## config.mk

```make
export PLATFORM = sky130hd
export DESIGN_NAME = temp_rd_arbiter
export DESIGN_NICKNAME = d
export VERILOG_FILES = /design/src/rtl/temp_rd_arbiter.sv
export SDC_FILE = /design/constraint.sdc
export NUM_CORES = 1
export LEC_CHECK = 0
export ABC_CLOCK_PERIOD_IN_PS = 2630
export CAP_MARGIN = 5
export CORE_ASPECT_RATIO = 1.2
export CORE_UTILIZATION = 40
export CTS_CLUSTER_DIAMETER = 60
export CTS_CLUSTER_SIZE = 20
export DETAILED_ROUTE_END_ITERATION = 10
export PLACE_DENSITY_LB_ADDON = 0.15
export SLEW_MARGIN = 20
export SYNTH_ARGS = -nofsm -noshare
export SYNTH_HDL_FRONTEND = slang
export SYNTH_SLANG_ARGS = --single-unit
```

## constraint.sdc

```tcl
create_clock -name clk -period 2.63 [get_ports clk]
set_input_delay 0.263 -clock clk [delete_from_list [all_inputs] [get_ports clk]]
set_output_delay 0.263 -clock clk [all_outputs]
set_load 0.02 [all_outputs]
```

## src/rtl/temp_rd_arbiter.sv

```systemverilog
// -----------------------------------------------------------------------------
// temp_rd_arbiter
//   Arbitrates two read requesters (frame builder on port 0, service port on
//   port 1) onto a single temperature RAM read port with fixed read latency.
//   One read is in flight at a time: IDLE -> WAIT (RAM_LAT+1 edges) -> ACK.
//
// Parameters
//   RAM_LAT    : cycles from ramAddr update to ramData valid (1..3)
//   STARVE_MAX : consecutive port-0 grants tolerated while port 1 waits (1..15)
//
// Optional feature
//   TEMP_ARB_STARVE_EN : when defined, compiles in the port-1 starvation guard.
//                        When undefined, port 0 has strict priority.
//
// Ports
//   clk     in   1  system clock, rising edge
//   rst     in   1  synchronous reset, active-high
//   req0    in   1  port-0 read request (level, held until ack0)
//   addr0   in   7  port-0 RAM address
//   req1    in   1  port-1 read request (level, held until ack1)
//   addr1   in   7  port-1 RAM address
//   ramData in   8  RAM read data
//   ramAddr out  7  registered RAM read address
//   ack0    out  1  one-cycle pulse, data0 valid
//   ack1    out  1  one-cycle pulse, data1 valid
//   data0   out  8  captured read data for port 0
//   data1   out  8  captured read data for port 1
//   busy    out  1  high whenever the FSM is not in IDLE
// -----------------------------------------------------------------------------
module temp_rd_arbiter #(
  parameter int unsigned RAM_LAT    = 1,
  parameter int unsigned STARVE_MAX = 8
) (
  input  logic       clk,
  input  logic       rst,
  input  logic       req0,
  input  logic [6:0] addr0,
  input  logic       req1,
  input  logic [6:0] addr1,
  input  logic [7:0] ramData,
  output logic [6:0] ramAddr,
  output logic       ack0,
  output logic       ack1,
  output logic [7:0] data0,
  output logic [7:0] data1,
  output logic       busy
);

  localparam int unsigned ADDR_W   = 7;
  localparam int unsigned DATA_W   = 8;
  localparam int unsigned CNT_W    = 2;
  localparam int unsigned STARVE_W = 4;

  // Reject out-of-range configurations at elaboration.
  if (RAM_LAT < 1 || RAM_LAT > 3 || STARVE_MAX < 1 || STARVE_MAX > 15) begin : g_param_check
    $error("temp_rd_arbiter: RAM_LAT must be 1..3 and STARVE_MAX 1..15");
  end

  typedef enum logic [1:0] {
    S_IDLE = 2'd0,
    S_WAIT = 2'd1,
    S_ACK  = 2'd2
  } state_t;

  state_t              r_state;
  state_t              w_state_nxt;
  logic [CNT_W-1:0]    r_cnt;
  logic [CNT_W-1:0]    w_cnt_nxt;
  logic                r_gnt1;
  logic                w_gnt1_nxt;
  logic [ADDR_W-1:0]   r_ram_addr;
  logic [ADDR_W-1:0]   w_ram_addr_nxt;
  logic [DATA_W-1:0]   r_data0;
  logic [DATA_W-1:0]   w_data0_nxt;
  logic [DATA_W-1:0]   r_data1;
  logic [DATA_W-1:0]   w_data1_nxt;
  logic                r_ack0;
  logic                w_ack0_nxt;
  logic                r_ack1;
  logic                w_ack1_nxt;
  logic                r_busy;
  logic                w_busy_nxt;

  logic                w_any_req;
  logic                w_pick1;

  assign w_any_req = req0 | req1;

`ifdef TEMP_ARB_STARVE_EN
  // Starvation guard: count port-0 grants that bypassed a waiting port 1.
  logic [STARVE_W-1:0] r_starve;
  logic [STARVE_W-1:0] w_starve_nxt;
  logic                w_starve_hit;

  assign w_starve_hit = (r_starve == STARVE_W'(STARVE_MAX));
  assign w_pick1      = req1 & (~req0 | w_starve_hit);

  // Counter update happens only on a grant decision in IDLE.
  always_comb begin
    w_starve_nxt = r_starve;
    if (r_state == S_IDLE && w_any_req) begin
      if (!w_pick1 && req1) begin
        if (!w_starve_hit) begin
          w_starve_nxt = r_starve + STARVE_W'(1);
        end
      end else begin
        w_starve_nxt = '0;
      end
    end
  end

  always_ff @(posedge clk) begin
    if (rst) begin
      r_starve <= '0;
    end else begin
      r_starve <= w_starve_nxt;
    end
  end
`else
  // Strict priority: port 1 only when port 0 is idle.
  assign w_pick1 = req1 & ~req0;
`endif

  // Next-state and next-output logic.
  always_comb begin
    w_state_nxt    = r_state;
    w_cnt_nxt      = r_cnt;
    w_gnt1_nxt     = r_gnt1;
    w_ram_addr_nxt = r_ram_addr;
    w_data0_nxt    = r_data0;
    w_data1_nxt    = r_data1;
    w_ack0_nxt     = 1'b0;
    w_ack1_nxt     = 1'b0;

    case (r_state)
      S_IDLE: begin
        if (w_any_req) begin
          // Address is frozen here; later addrN changes are ignored.
          w_gnt1_nxt     = w_pick1;
          w_ram_addr_nxt = w_pick1 ? addr1 : addr0;
          w_cnt_nxt      = CNT_W'(RAM_LAT);
          w_state_nxt    = S_WAIT;
        end
      end

      S_WAIT: begin
        if (r_cnt == '0) begin
          // ramData has been valid for the required latency; capture it.
          if (r_gnt1) begin
            w_data1_nxt = ramData;
            w_ack1_nxt  = 1'b1;
          end else begin
            w_data0_nxt = ramData;
            w_ack0_nxt  = 1'b1;
          end
          w_state_nxt = S_ACK;
        end else begin
          w_cnt_nxt = r_cnt - CNT_W'(1);
        end
      end

      S_ACK: begin
        // Requests are deliberately not sampled here.
        w_state_nxt = S_IDLE;
      end

      default: begin
        w_state_nxt = S_IDLE;
      end
    endcase

    w_busy_nxt = (w_state_nxt != S_IDLE);
  end

  // State and output registers.
  always_ff @(posedge clk) begin
    if (rst) begin
      r_state    <= S_IDLE;
      r_cnt      <= '0;
      r_gnt1     <= 1'b0;
      r_ram_addr <= '0;
      r_data0    <= '0;
      r_data1    <= '0;
      r_ack0     <= 1'b0;
      r_ack1     <= 1'b0;
      r_busy     <= 1'b0;
    end else begin
      r_state    <= w_state_nxt;
      r_cnt      <= w_cnt_nxt;
      r_gnt1     <= w_gnt1_nxt;
      r_ram_addr <= w_ram_addr_nxt;
      r_data0    <= w_data0_nxt;
      r_data1    <= w_data1_nxt;
      r_ack0     <= w_ack0_nxt;
      r_ack1     <= w_ack1_nxt;
      r_busy     <= w_busy_nxt;
    end
  end

  assign ramAddr = r_ram_addr;
  assign ack0    = r_ack0;
  assign ack1    = r_ack1;
  assign data0   = r_data0;
  assign data1   = r_data1;
  assign busy    = r_busy;

endmodule
```

==> results_dict.tcl <==
set metrics [dict create \
    status "finished clean" \
    die_y_um 63.8 \
    antenna_cells 0 \
    post_cts_buffers 0 \
    io_buffers 51 \
    ys_ff_latch 31 \
    cts.repair.resized 0 \
    hold_path_class "flop to flop" \
    critPathCaptureType "output pin" \
    cts_root_buf "clkbuf_4" \
    post-dp-hpwl_um 2100 \
    vias 1162 \
    hold_end "data1[6]" \
    rsz0062_at_grt "false" \
    crit_required_ns 2.37 \
    io_pins 52 \
    htree_levels 2 \
    synth_area_leaders "dfxtp_1, a21oi_1, nand2_1, a211oi_2, mux2i_1" \
    area_growth_pct 42.6 \
    clock_path_buffers 2 \
    fill_cells 291 \
    seq_area_frac_synth_pct 48.7 \
    r2r_cells 5 \
    fin_skew_ns 0.00746 \
    crit_family "buffers and inverters" \
    cellPowerDensity_nw_per_um2 595 \
    cap_violations 0 \
    ys_types 28 \
    syn_inst 139 \
    grt_antenna_before_repair 0 \
    slowest_delay_ns 0.61 \
    slew_headroom_pct 68.9 \
    crit_path_start_kind "flop" \
    path_buf_inv 1 \
    synthDominantCellAreaShare_pct 48.7 \
    worst_slew_pin_slew_ns 0.464 \
    grt_max_degree 28 \
    irDropWorstVdd_v 0.000385 \
    initial_core_util_pct 41.7 \
    clk_latency_ns 0.34 \
    design.die.area_um2 3420 \
    drc 0 \
    critPathMaxFanout 2 \
    synth_area_um2 1270 \
    post-route-period-util_pct 59.8 \
    synth_common_cells "nand2_1, dfxtp_1, a21oi_1" \
    rows 22 \
    yosys.area.top_type "dfxtp_1" \
    postSynthNetCount 166 \
    setup_violations 0 \
    max_freq_ghz 0.636 \
    wirelength_um 2970 \
    gp_congestion 0.673 \
    r2r_slack_ns 1.12 \
    synth_ff_type "dfxtp_1" \
    synthArstFlopShare_pct 0 \
    hp-start "data1[6]" \
    grt_pass1_vias 1136 \
    track_usage_pct 19.9 \
    crit_type "flop to output pin" \
    power.leakage_nw 0.667 \
    final_hold_viol_count 0 \
    post_drt_via_cell_ratio 5.21 \
    r2r_start "r_cnt[0]" \
    clk_pin_slew_ns 0.09 \
    hold_buffers 0 \
    die_x_um 53.5 \
    clkSinkCount 31 \
    cp_slowest_cell "clkdlybuf4s50_1" \
    yosys_warnings 0 \
    synth_edf_count 0 \
    post-route-util_pct 59.5 \
    first_pass_iters 4 \
    slew_viol_final 0 \
    wl_per_cell_um 13.3 \
    fin_setup_tns_ns 0 \
    avgSynthCellArea_um2 9.17 \
    drive_gt1_share_pct 10.2 \
    cts_inserted_buffers 5 \
    worstPathArrival_ns 1.31 \
    grt_pass1_wl_um 4870 \
    cp_cell_sequence "clkdlybuf4s50_1" \
    post-route-min-period_ns 1.57 \
    antenna_left 0 \
    nets 213 \
    yosysMostFrequentCell "nand2_1" \
    core_area_um2 3060 \
    overflow 0 \
    hold_depth 2 \
    tritoncts "built" \
    drtIter0Drc 35 \
    r2r_end "data1[4]" \
]
report_power, final:
| group | total [mW] | switching [mW] | internal (mW) |
|---|---|---|---|
| combinational | 0.282 | 0.141 | 0.141 |
| sequential | 0.536 | 0.0270 | 0.509 |
| clock | 0.264 | 0.160 | 0.104 |
sequential cells by signal (all words and copies together), names as in the netlist:
signal	flops
r_cnt	2
ack1	1
data1	8
r_gnt1	1
ack0	1
ramAddr	7
r_state	2
data0	8
busy	1
worst max path at each step:
stage | start | endpoint | slack (ns) | cells after the start
6_report | data0[7] | data0[7] | 1.06 | 1
5_1_grt | r_cnt[0] | data1[5] | 1.01 | 5
4_1_cts | data0[2] | data0[2] | 1.04 | 1
3_5_place_dp | req0 | ramAddr[6] | 0.92 | 4
3_3_place_gp | req0 | ramAddr[2] | 1.03 | 4
2_1_floorplan | r_cnt[0] | data1[0] | 1.34 | 6
layout by cell type (no fill, tap or decap):
| cell type | count |
|---|---|
| clkbuf_1 | 2 |
| clkdlybuf4s50_1 | 51 |
| nor2_1 | 5 |
| buf_4 | 1 |
| a211oi_2 | 7 |
| a211oi_1 | 2 |
| or2_1 | 1 |
| dfxtp_1 | 31 |
| clkbuf_4 | 5 |
| nor2_4 | 1 |
| nand3b_1 | 1 |
| a31o_2 | 1 |
| mux2i_1 | 7 |
| and2_4 | 1 |
| nor4bb_1 | 1 |
| inv_1 | 3 |
| and4bb_2 | 1 |
| a21oi_1 | 26 |
| nand4bb_1 | 1 |
| nand2_1 | 32 |
| nand4b_1 | 1 |
| nand2b_1 | 1 |
| nor4b_1 | 1 |
| and4b_1 | 1 |
| o21ai_2 | 1 |
| ha_1 | 1 |
| clkinv_2 | 1 |
through the flow:
| step | instances | power [mW] | setup WS, ns | instance area (um2) | hold slack, ns |
|---|---|---|---|---|---|
| 2_1_floorplan | 139 | 0.718 | 1.34 | 1270 | 0.360 |
| 3_3_place_gp | 215 | 0.824 | 1.03 | 1770 | 0.445 |
| 3_5_place_dp | 215 | 0.832 | 0.919 | 1770 | 0.449 |
| 4_1_cts | 223 | 1.10 | 1.04 | 1820 | 0.464 |
| 5_1_grt | 223 | 1.14 | 1.01 | 1820 | 0.486 |
| 6_report | 223 | 1.08 | 1.06 | 1820 | 0.463 |
cells by family (layout without fill, tap and decap cells):
group	Yosys count	count (layout)	synth area share, %
fa+ha+maj	1	1	0.981
mux	7	7	5.50
buf+inv	15	63	6.38
simple gates	48	48	18.8
flops	31	31	48.7
compound gates	37	37	19.6
metal layers:
layer  GRT usage (%)  wire [um]
met2            34.2       1410
met4            9.87         70
met3            6.90        263
met5               0          0
met1            20.4       1230
layout make-up:
class / count / area (um2) / share of cell area [%]
Multi-Input combinational cell: 93 / 573 / 31.5
Inverter: 3 / 11.3 / 0.619
Clock buffer: 7 / 45.0 / 2.48
Clock inverter: 1 / 5.00 / 0.275
Timing Repair Buffer: 52 / 518 / 28.5
Tap cell: 36 / 45.0 / 2.48
Sequential cell: 31 / 621 / 34.1
worst register-to-register path, delay by kind of cell (launching register included):
kind | cells | cell delay, ns
AOI/OAI and AO/OA | 1 | 0.08
adders and majority gates | 1 | 0.30
buffers and inverters | 1 | 0.09
DFF | 1 | 0.31
and+or+nand+nor | 2 | 0.62
Power figures use the tool's default switching activity.
